$ cat src/rtl/cpu_pkg.sv
// Shared CPU pipeline definitions: zero-register index and EX/MEM control bundle.
package cpu_pkg;

    localparam int unsigned XZR_W  = 5;
    localparam logic [XZR_W-1:0] XZR = 5'd31;
    localparam int unsigned CNT_W  = 32;

    typedef struct packed {
        logic valid;
        logic MemWrite;
        logic mem_read;
        logic memToReg;
        logic RegWrite;
    } exmem_ctrl_t;

    localparam int unsigned CTRL_W = $bits(exmem_ctrl_t);

    // Gate side-effecting controls with the slot valid so a dead slot never stores, loads or writes back.
    function automatic exmem_ctrl_t qualify_ctrl(input exmem_ctrl_t c);
        exmem_ctrl_t q;
        q          = c;
        q.MemWrite = c.MemWrite & c.valid;
        q.mem_read = c.mem_read & c.valid;
        q.RegWrite = c.RegWrite & c.valid;
        return q;
    endfunction

endpackage

$ cat src/rtl/pipe_reg.sv
// Generic pipeline register: synchronous reset to RST_VAL, load when en is high.
module pipe_reg #(
    parameter int unsigned       WIDTH   = 1,
    parameter logic [WIDTH-1:0]  RST_VAL = '0
) (
    input  logic             clk,
    input  logic             reset,
    input  logic             en,
    input  logic [WIDTH-1:0] d,
    output logic [WIDTH-1:0] q
);

    // Storage: reset wins, otherwise load on enable, otherwise hold.
    always_ff @(posedge clk) begin
        if (reset) begin
            q <= RST_VAL;
        end else if (en) begin
            q <= d;
        end
    end

endmodule

$ cat src/rtl/ex_mem_reg.sv
// EX/MEM pipeline register with stall/flush control, forwarding and load-use decode.
// Optional build macro EX_MEM_PERF_CNT_EN adds ld_count/st_count performance counters.
module ex_mem_reg
    import cpu_pkg::*;
#(
    parameter int unsigned DATA_W = 64,
    parameter int unsigned REG_W  = 5
) (
    input  logic              clk,
    input  logic              reset,
    input  logic              stall,
    input  logic              flush,
    input  logic              ex_valid,
    input  logic              ex_MemWrite,
    input  logic              ex_mem_read,
    input  logic              ex_memToReg,
    input  logic              ex_RegWrite,
    input  logic [DATA_W-1:0] ex_alu_result,
    input  logic [DATA_W-1:0] ex_store_data,
    input  logic [REG_W-1:0]  ex_Rd,
    input  logic [REG_W-1:0]  id_Rn,
    input  logic [REG_W-1:0]  id_Rm,
    output logic              MemWrite,
    output logic              mem_read,
    output logic              memToReg,
    output logic [DATA_W-1:0] mem_addr,
    output logic [DATA_W-1:0] dataMem_in,
    output logic              mem_valid,
    output logic              mem_RegWrite,
    output logic [REG_W-1:0]  mem_Rd,
    output logic              fwd_en,
    output logic              load_use
`ifdef EX_MEM_PERF_CNT_EN
    ,
    output logic [CNT_W-1:0]  ld_count,
    output logic [CNT_W-1:0]  st_count
`endif
);

    exmem_ctrl_t ex_ctrl;
    exmem_ctrl_t ctrl_d;
    exmem_ctrl_t ctrl_q;
    logic        ctrl_en;
    logic        data_en;
    logic        not_xzr;

    // Control fields: a flush loads a bubble even under stall; otherwise stall holds.
    always_comb begin
        ex_ctrl          = '0;
        ex_ctrl.valid    = ex_valid;
        ex_ctrl.MemWrite = ex_MemWrite;
        ex_ctrl.mem_read = ex_mem_read;
        ex_ctrl.memToReg = ex_memToReg;
        ex_ctrl.RegWrite = ex_RegWrite;
        ctrl_d           = flush ? exmem_ctrl_t'('0) : qualify_ctrl(ex_ctrl);
        ctrl_en          = flush | ~stall;
        data_en          = ~stall & ~flush;
    end

    pipe_reg #(.WIDTH(CTRL_W)) u_ctrl (
        .clk   (clk),
        .reset (reset),
        .en    (ctrl_en),
        .d     (ctrl_d),
        .q     (ctrl_q)
    );

    // Data fields are held through a flush; only a real capture replaces them.
    pipe_reg #(.WIDTH(DATA_W)) u_addr (
        .clk   (clk),
        .reset (reset),
        .en    (data_en),
        .d     (ex_alu_result),
        .q     (mem_addr)
    );

    pipe_reg #(.WIDTH(DATA_W)) u_store (
        .clk   (clk),
        .reset (reset),
        .en    (data_en),
        .d     (ex_store_data),
        .q     (dataMem_in)
    );

    pipe_reg #(.WIDTH(REG_W)) u_rd (
        .clk   (clk),
        .reset (reset),
        .en    (data_en),
        .d     (ex_Rd),
        .q     (mem_Rd)
    );

    assign mem_valid    = ctrl_q.valid;
    assign MemWrite     = ctrl_q.MemWrite;
    assign mem_read     = ctrl_q.mem_read;
    assign memToReg     = ctrl_q.memToReg;
    assign mem_RegWrite = ctrl_q.RegWrite;

    // Hazard decode from the held MEM slot; XZR is never a real producer.
    always_comb begin
        not_xzr  = (mem_Rd != REG_W'(XZR));
        fwd_en   = mem_valid & mem_RegWrite & ~memToReg & not_xzr;
        load_use = mem_valid & mem_read & not_xzr &
                   ((mem_Rd == id_Rn) | (mem_Rd == id_Rm));
    end

`ifdef EX_MEM_PERF_CNT_EN
    logic ld_hit;
    logic st_hit;

    assign ld_hit = data_en & ex_valid & ex_mem_read;
    assign st_hit = data_en & ex_valid & ex_MemWrite;

    // Count captured valid loads and stores; wraps naturally at 2^32.
    always_ff @(posedge clk) begin
        if (reset) begin
            ld_count <= '0;
            st_count <= '0;
        end else begin
            if (ld_hit) begin
                ld_count <= ld_count + CNT_W'(1);
            end
            if (st_hit) begin
                st_count <= st_count + CNT_W'(1);
            end
        end
    end
`endif

endmodule

$ cat config.mk
export PLATFORM = sky130hd
export DESIGN_NAME = ex_mem_reg
export DESIGN_NICKNAME = d
export VERILOG_FILES = /design/src/rtl/cpu_pkg.sv /design/src/rtl/pipe_reg.sv /design/src/rtl/ex_mem_reg.sv
export SDC_FILE = /design/constraint.sdc
export NUM_CORES = 1
export LEC_CHECK = 0
export BUFFER_PORTS_ARGS = -buffer_cell sky130_fd_sc_hd__buf_2
export CAP_MARGIN = 20
export CORE_ASPECT_RATIO = 0.8
export CORE_MARGIN = 4
export CORE_UTILIZATION = 47
export CTS_BUF_LIST = sky130_fd_sc_hd__clkbuf_4 sky130_fd_sc_hd__clkbuf_8 sky130_fd_sc_hd__clkbuf_16
export CTS_CLUSTER_DIAMETER = 30
export CTS_CLUSTER_SIZE = 30
export DETAILED_ROUTE_END_ITERATION = 8
export GPL_TIMING_DRIVEN = 1
export PLACE_DENSITY = 0.85
export SYNTH_ARGS = -nofsm -noshare
export SYNTH_HDL_FRONTEND = slang
export SYNTH_HIERARCHICAL = 1
export SYNTH_SLANG_ARGS = --single-unit
$ cat constraint.sdc
create_clock -name clk -period 2.9 [get_ports clk]
set_input_delay 0.435 -clock clk [delete_from_list [all_inputs] [get_ports clk]]
set_output_delay 0.435 -clock clk [all_outputs]
set_load 0.05 [all_outputs]
## Word level (Yosys, flattened, before mapping)

Index checks and enable logic that the tools add are counted.

- Logic and storage cells: 23
- Input bits: 152
- Bits in registers: 138
- Output and inout bits: 140

- Mux-type cells: 1
- Bitwise gates (word level): 15
- Equality and inequality tests: 3

Operators by type and width:

| cell | number |
|---|---|
| 1-bit AND | 10 |
| 5-bit equality test | 2 |
| 5-bit 2-to-1 mux | 1 |
| 5-bit != test (second input constant) | 1 |
| 1-bit NOT | 3 |
| 1-bit bitwise OR | 2 |

## Logic depth before layout (Yosys ltp)

Gate-level depths: netlist of run 1.

- Depth in word-level cells: 3
- Depth in mapped cells: 5
- Gate-level depth less buffers: 4

## Cells and area by module

Netlist of run 1, hierarchy kept.

By module, submodules not included:

| module | sequential area each (sq um) | cells each | instances | area an instance (sq um) |
|---|---|---|---|---|
| pipe_reg at u_addr ... | 1281.2 | 206 | 2 | 2290.9 |
| pipe_reg at u_ctrl ... | 100.1 | 16 | 2 | 180.2 |
| ex_mem_reg | 0.0 | 27 | 1 | 186.4 |

## Worst setup path after synthesis of run 1

OpenSTA, ideal clock, no wires.

- Path kind: reg2out
- Start: register u_ctrl.q[4]
- End: output port fwd_en
- Arrival time: 2.054 ns
- Cell stages (with the launch flop): 3
- Required time: 2.465 ns
- Slack: 0.411 ns
- Path buffers: 0
- Cells stage by stage: dfxtp_1 > o21ai_0 > nor3b_1

- Cells in the longest elaborated chain, start to end: 3

Ends and longest elaborated chain:

| what | RTL line | source |
|---|---|---|
| start: declaration | pipe_reg.sv:10 | `output logic [WIDTH-1:0] q` |
| start signal: assignment | pipe_reg.sv:16 | `q <= RST_VAL;` |
| start signal: assignment | pipe_reg.sv:18 | `q <= d;` |
| 1-bit AND (3 in a row) | ex_mem_reg.sv:102 | `fwd_en = mem_valid & mem_RegWrite & ~memToReg & not_xzr;` |
| end: declaration | ex_mem_reg.sv:31 | `output logic fwd_en,` |

Every way passes these cells.

## Final worst setup path of run 1

- Start: register u_rd.q[0]
- End: output port load_use

- Cells in the longest elaborated chain, start to end: 3
- Elaborated cells between the ends (all ways): 6
- Those cells by class: 3 x eq/ne; 3 x bitwise

Ends and longest elaborated chain:

| what | RTL line | source |
|---|---|---|
| start: declaration | pipe_reg.sv:10 |  |
| start signal: assignment | pipe_reg.sv:16 |  |
| start signal: assignment | pipe_reg.sv:18 |  |
| 5-bit != test / 5-bit equality test (equally long branches) | ex_mem_reg.sv:101, ex_mem_reg.sv:104 |  |
| 1-bit AND / 1-bit bitwise OR (equally long branches) | ex_mem_reg.sv:103, ex_mem_reg.sv:104 |  |
| 1-bit AND (*) | ex_mem_reg.sv:103 | `load_use = mem_valid & mem_read & not_xzr &` |
| end: declaration | ex_mem_reg.sv:32 | `output logic load_use` |

Mark *: on every way between the ends. The rest lies on a longest branch, timed or not.

==> impl_metrics.env, run 1 <==
export IMPL_die_height_um=101
export IMPL_cp_required_ps=2470
export IMPL_ys_ff_latch=138
export IMPL_drtIter0Drc=203
export IMPL_yosysTopAreaCell="dfxtp_1"
export IMPL_fin_worst_skew_ps=0
export IMPL_grt_pass1_vias=4608
export IMPL_p_leak_nw=3.67
export IMPL_die_w_um=125
export IMPL_status="completed"
export IMPL_cts_made_buffers=17
export IMPL_syn_avg_cell_area_um2=10.9
export IMPL_gp_congestion=0.812
export IMPL_drc=0
export IMPL_p_per_area_nw_per_um2=694
export IMPL_viasPerCell=4.77
export IMPL_period_minus_slack_ps=2150
export IMPL_yosysSeqAreaShare_pct=53.9
export IMPL_clock_latency_ps=390
export IMPL_dieArea_um2=12700
export IMPL_end_kind="output pin"
export IMPL_postSynth_asyncResetShare_pct=0
export IMPL_timing_fmax_mhz=464
export IMPL_synthMostInstantiatedCell="nor2_1"
export IMPL_crit_type="flip-flop to output pin"
export IMPL_start_util_pct=49.1
export IMPL_start_kind="flip-flop"
export IMPL_grt_first_pass_wirelength_mm=21.5
export IMPL_yosysUniqueCellTypes=19
export IMPL_synth_nets=623
export IMPL_synthCells=471
export IMPL_crit_chain="xor2_1 > nor3_1 > nand3_1 > a211oi_2 > buf_2"
export IMPL_area_delta_synth_final_pct=41.2
export IMPL_cts_resized=0
export IMPL_wl_per_cell_um=14.8
export IMPL_yosysTopAreaCellShare_pct=53.9
export IMPL_ys_flop_type="dfxtp_1"
export IMPL_portBuffers=291
export IMPL_setup_ws_ps=745
export IMPL_ant_nets=0
export IMPL_ctsHoldBuffers=0
export IMPL_critPathMaxFanout=5
export IMPL_core_um2=10400
export IMPL_relSlewSlack_pct=50.0
export IMPL_vdd_drop_max_uv=405
export IMPL_num_io_pins=292
export IMPL_wl_mm=13.6
export IMPL_diodes=0
export IMPL_dp_hpwl_mm=10.4
export IMPL_num_vias=4369
export IMPL_synth_warnings=6
export IMPL_crit_arrival_ps=1720
export IMPL_max_clock_path_buffers=2
export IMPL_final_hold_violation_count=0
export IMPL_cp_top_family="flip-flops"
export IMPL_min_period_over_period_pct=74.3
export IMPL_clkTransAtPathRegs_ps=60
export IMPL_post_route_util_pct=69.3
export IMPL_preCtsSetupSlack_ps=942
export IMPL_finalPower_mw=5.03
export IMPL_setup_tns_ps=0
export IMPL_cp_num_cells=5
export IMPL_drtPass1Iterations=4
export IMPL_worstRegToRegCells=2
export IMPL_max_stage_delay_ps=370
export IMPL_synth_edf_count=0
export IMPL_yosys_top_cells_area="dfxtp_1 (54%), mux2i_1 (27%), nor2_1 (10%)"
export IMPL_worst_pin_slew_ps=749
export IMPL_row_count=33
export IMPL_hold_class="primary input to flip-flop"
export IMPL_maxCapViolCount=0
export IMPL_setup_viol=0
export IMPL_ctsRootBufferMaster="clkbuf_16"
export IMPL_grt_max_degree=71
export IMPL_final_area_um2=7240
export IMPL_grt_usage_pct=20.9
export IMPL_cts_sinks=138
export IMPL_dpl_cell_area_um2=6640
export IMPL_htreeDepth=4
export IMPL_synth_commonest_cells="nor2_1 (139), dfxtp_1 (138), mux2i_1 (138), buf_1 (12), buf_8 (12)"
export IMPL_crit_path_top_delay_cell="dfxtp_1"
export IMPL_nets=918
export IMPL_rsz0062_at_grt="no"
export IMPL_slew_violations=0
export IMPL_drive_gt1_share_pct=43.4
export IMPL_synthesis_area_um2=5130
export IMPL_whs_path_depth=3
export IMPL_cts_tree="built"
export IMPL_overflow=0
export IMPL_post_cts_buffers=0
export IMPL_path_buf_inv=1
export IMPL_antenna_found_initial=0
cell families after synthesis:
logic type	share of synthesized area, %
flip-flops	53.9
buffers and inverters	5.54
XOR/XNOR	1.71
AO/OA/AOI/OAI	0.341
AND/OR/NAND/NOR	11.6
multiplexers	26.9
metrics by stage:
stage	hold slack, ps	cells
after floorplan	507	471
after global placement	466	887
after detailed placement	475	887
after CTS	258	916
after global routing	263	916
final	270	916
state kept, by name, indices dropped and copies added, names as in the netlist:
register,flops
u_ctrl/q,5
u_rd/q,5
u_addr/q,64
u_store/q,64
layout by cell type (no fill, tap or decap), drive strengths merged:
cell type	instances
a211oi	1
and2	3
buf	306
bufinv	4
clkbuf	17
clkinv	7
clkinvlp	1
dfxtp	138
inv	1
mux2i	138
nand2	1
nand2b	1
nand3	3
nor2	139
nor2b	2
nor3	2
nor3b	1
o21ai	1
xnor2	4
xor2	6
routing by layer:
| metal | GRT usage (%) | up-vias | share of wire (%) | wire length [um] |
|---|---|---|---|---|
| li1 | - | 2138 | - | - |
| met1 | 22.2 | 2030 | 38 | 5140 |
| met2 | 39.3 | 174 | 54 | 7300 |
| met3 | 5.69 | 27 | 6.5 | 882 |
| met4 | 9.10 | 0 | 2.0 | 278 |
| met5 | 0 | - | 0 | 0 |
where the power goes:
part | internal [mW] | switching, mW | total [mW]
Combinational | 0.261 | 0.541 | 0.803
Clock | 1.42 | 0.760 | 2.18
Sequential | 1.99 | 0.0503 | 2.04
layout make-up:
class / instances / area, um2
Clock buffer: 17 / 425
Clock inverter: 12 / 178
Fill cell: 808 / 3200
Inverter: 1 / 3.75
Multi-Input combinational cell: 302 / 2090
Sequential cell: 138 / 2760
Tap cell: 140 / 175
Timing Repair Buffer: 306 / 1610
worst min-delay path, stage by stage:
cell,delay (ps)
buf_2,70
mux2i_1,50
nor2_1,70
path summary, 6_finish.rpt:
check                    start            to  slack (ps)
min          ex_alu_result[61]  u_addr/q[61]         270
min reg2reg       u_addr/q[23]  u_addr/q[23]         490
max                  u_rd/q[0]      load_use         750
max reg2reg          u_rd/q[0]     u_rd/q[0]        2150
(Power assumes the default switching activity.)
==> run 2, diff against run 1 <==
Settings changed: ABC_AREA from default to 1, CORE_UTILIZATION 47 to 42, PLACE_DENSITY 0.85 to 0.77.
Clock period 2.9 ns to 1.8 ns, I/O delays scaled along.
==> run 2 against run 1 <==
Effect of this change: area after synthesis increased by 17%; largest power group unchanged; final area up 11%; critical path depth increased by 2; non-clock buffer count decreased by 9; core utilization decreased by 11 points; clock power is 56% higher; count of clock-buffer cells in the layout stayed put; clock skew stayed put; first-iteration DRC count rose by 31%; hold slack worse by 130 ps; die area grew 29%.
==> impl_metrics.env, run 2 <==
export IMPL_whs_path_depth=5
export IMPL_wl_per_cell_um=11.1
export IMPL_grt_max_degree=130
export IMPL_gp_congestion=0.851
export IMPL_drtIter0Drc=265
export IMPL_fin_worst_skew_ps=0
export IMPL_relSlewSlack_pct=66.3
export IMPL_preCtsSetupSlack_ps=306
export IMPL_num_io_pins=292
export IMPL_p_int_mw=5.69
export IMPL_p_comb_share_pct=20.2
export IMPL_synth_warnings=6
export IMPL_row_count=38
export IMPL_num_vias=5842
export IMPL_rsz0062_at_grt="yes"
export IMPL_wl_mm=15.5
export IMPL_setup_ws_ps=63.7
export IMPL_p_leak_nw=4.81
export IMPL_nets=1361
export IMPL_crit_path_top_delay_cell="dfxtp_4"
export IMPL_drtPass1Iterations=4
export IMPL_top_regs="u_addr/q: 64 flops, u_store/q: 64 flops"
export IMPL_switchingPower_mw=2.77
export IMPL_yosysTopAreaCell="dfxtp_1"
export IMPL_worstRegToRegCells=2
export IMPL_crit_type="flip-flop to output pin"
export IMPL_synth_commonest_cells="nand2_1 (299), nor2_1 (291), inv_1 (153), dfxtp_1 (138), buf_6 (26)"
export IMPL_p_clk_share_pct=40.0
export IMPL_area_delta_synth_final_pct=33.7
export IMPL_postSynth_asyncResetShare_pct=0
export IMPL_slew_violations=0
export IMPL_min_period_over_period_pct=96.5
export IMPL_yosysUniqueCellTypes=13
export IMPL_viasPerCell=4.16
export IMPL_synth_nets=1087
export IMPL_die_height_um=115
export IMPL_htreeDepth=4
export IMPL_setup_tns_ps=0
export IMPL_ys_ff_latch=138
export IMPL_crit_top_cell="nor2_1"
export IMPL_cts_tree="built"
export IMPL_finalPower_mw=8.47
export IMPL_final_area_um2=8030
export IMPL_synthMostInstantiatedCell="nand2_1"
export IMPL_crit_arrival_ps=1470
export IMPL_vdd_drop_max_uv=689
export IMPL_maxCapViolCount=0
export IMPL_grt_usage_pct=17.9
export IMPL_overflow=0
export IMPL_synthesis_area_um2=6010
export IMPL_clock_latency_ps=400
export IMPL_worst_pin_slew_ps=505
export IMPL_layout_commonest_cell="nand2_1"
export IMPL_antenna_found_initial=2
export IMPL_setup_viol=0
export IMPL_ctsRootBufferMaster="clkbuf_16"
export IMPL_cts_sinks=138
export IMPL_seq_power_share_pct=39.7
export IMPL_start_util_pct=43.6
export IMPL_max_stage_delay_ps=370
export IMPL_ys_flop_type="dfxtp_1"
export IMPL_status="completed"
export IMPL_cp_required_ps=1530
export IMPL_fillers=1353
export IMPL_cts_made_buffers=17
export IMPL_yosysSeqAreaShare_pct=46.0
export IMPL_critPathMaxFanout=7
export IMPL_crit_chain="nand2_1 > inv_1 > nor2_1 > nor2_1 > nand3_1 > a21oi_4 > buf_6"
export IMPL_grt_first_pass_wirelength_mm=24.0
export IMPL_syn_avg_cell_area_um2=6.43
export IMPL_dp_hpwl_mm=11.5
export IMPL_timing_fmax_mhz=576
export IMPL_post_cts_buffers=0
export IMPL_dieArea_um2=16300
export IMPL_p_per_area_nw_per_um2=1050
export IMPL_core_um2=13800
export IMPL_dpl_cell_area_um2=7430
export IMPL_synthCells=935
export IMPL_hold_slack_ps=144
export IMPL_portBuffers=291
export IMPL_clkTransAtPathRegs_ps=70
export IMPL_period_minus_slack_ps=1740
export IMPL_sw_frac_of_total_pct=32.8
export IMPL_die_w_um=142
export IMPL_final_cell_mix="nand2_1 (299), nor2_1 (290), buf_2 (290)"
export IMPL_end_kind="output pin"
export IMPL_yosys_top_cells_area="dfxtp_1 (46%), nand2_1 (19%), nor2_1 (18%)"
export IMPL_ctsHoldBuffers=0
export IMPL_max_clock_path_buffers=2
export IMPL_drc=0
export IMPL_yosysTopAreaCellShare_pct=46.0
export IMPL_final_hold_violation_count=0
export IMPL_grt_pass1_vias=5065
export IMPL_hold_class="primary input to flip-flop"
export IMPL_start_kind="flip-flop"
export IMPL_ant_nets=0
export IMPL_drive_gt1_share_pct=27.9
export IMPL_synth_edf_count=0
-- run 2: cell type report --
type	count	area (um2)	area share, %
flip-flops and latches	138	2780	34.6
multi-input cells	599	2300	28.6
clock inverters	15	151	1.88
inverters	156	586	7.29
well taps	180	225	2.80
repair buffers	297	1570	19.5
clock buffers	17	425	5.30
diodes	1	2.50	0.0311
-- run 2: power by group through the flow --
stage / combinational, mW / sequential (mW) / clock, mW
2_1_floorplan: 0.577 / 4.13 / 0
3_3_place_gp: 1.71 / 3.43 / 0
3_5_place_dp: 1.72 / 3.43 / 0
4_1_cts: 1.73 / 3.37 / 3.49
5_1_grt: 1.86 / 3.39 / 3.63
6_report: 1.71 / 3.37 / 3.39
-- run 2: what timing repair did --
item	in CTS	in global routing
endpoints found under the setup margin	1	2
gates resized for setup	6	5
pin swaps	0	3
-- run 2: routing by layer --
metal  track usage, %  part of all wire, %  routed length, um  vias up
met1             22.3                   43               6680     2437
met5                0                0.045                  7        -
met2             29.2                   46               7210      193
li1                 -                    -                  -     3183
met3             5.95                  8.5               1320       27
met4             6.27                  2.2                335        2
-- run 2: final timing paths --
kind                     startpoint           end  slack [ps]
setup / recovery          u_rd/q[0]      load_use          60
hold / removal    ex_alu_result[30]  u_addr/q[30]         140
setup reg to reg          u_rd/q[1]     u_rd/q[1]        1190
hold reg to reg        u_store/q[3]  u_store/q[3]         470
-- run 2: cells by family after synthesis --
family / share of synthesized area, %
AOI/OAI and AO/OA: 0.146
DFF: 46.0
xor gates and xnor gates: 0.437
and+or+nand+nor: 37.3
buffers and inverters: 16.1
-- run 2: critical path: cells and delay by family, from the launching register on --
| family | cells | cell delay [ps] |
|---|---|---|
| AOI/OAI and AO/OA | 1 | 160 |
| buffers and inverters | 2 | 220 |
| DFF | 1 | 370 |
| and+or+nand+nor | 4 | 320 |
-- run 2: stage by stage --
stage,cells,util [%]
final,1403,58.3
after global routing,1403,58.3
after CTS,1402,58.2
after detailed placement,1370,53.9
after global placement,1370,53.9
after floorplan,935,-
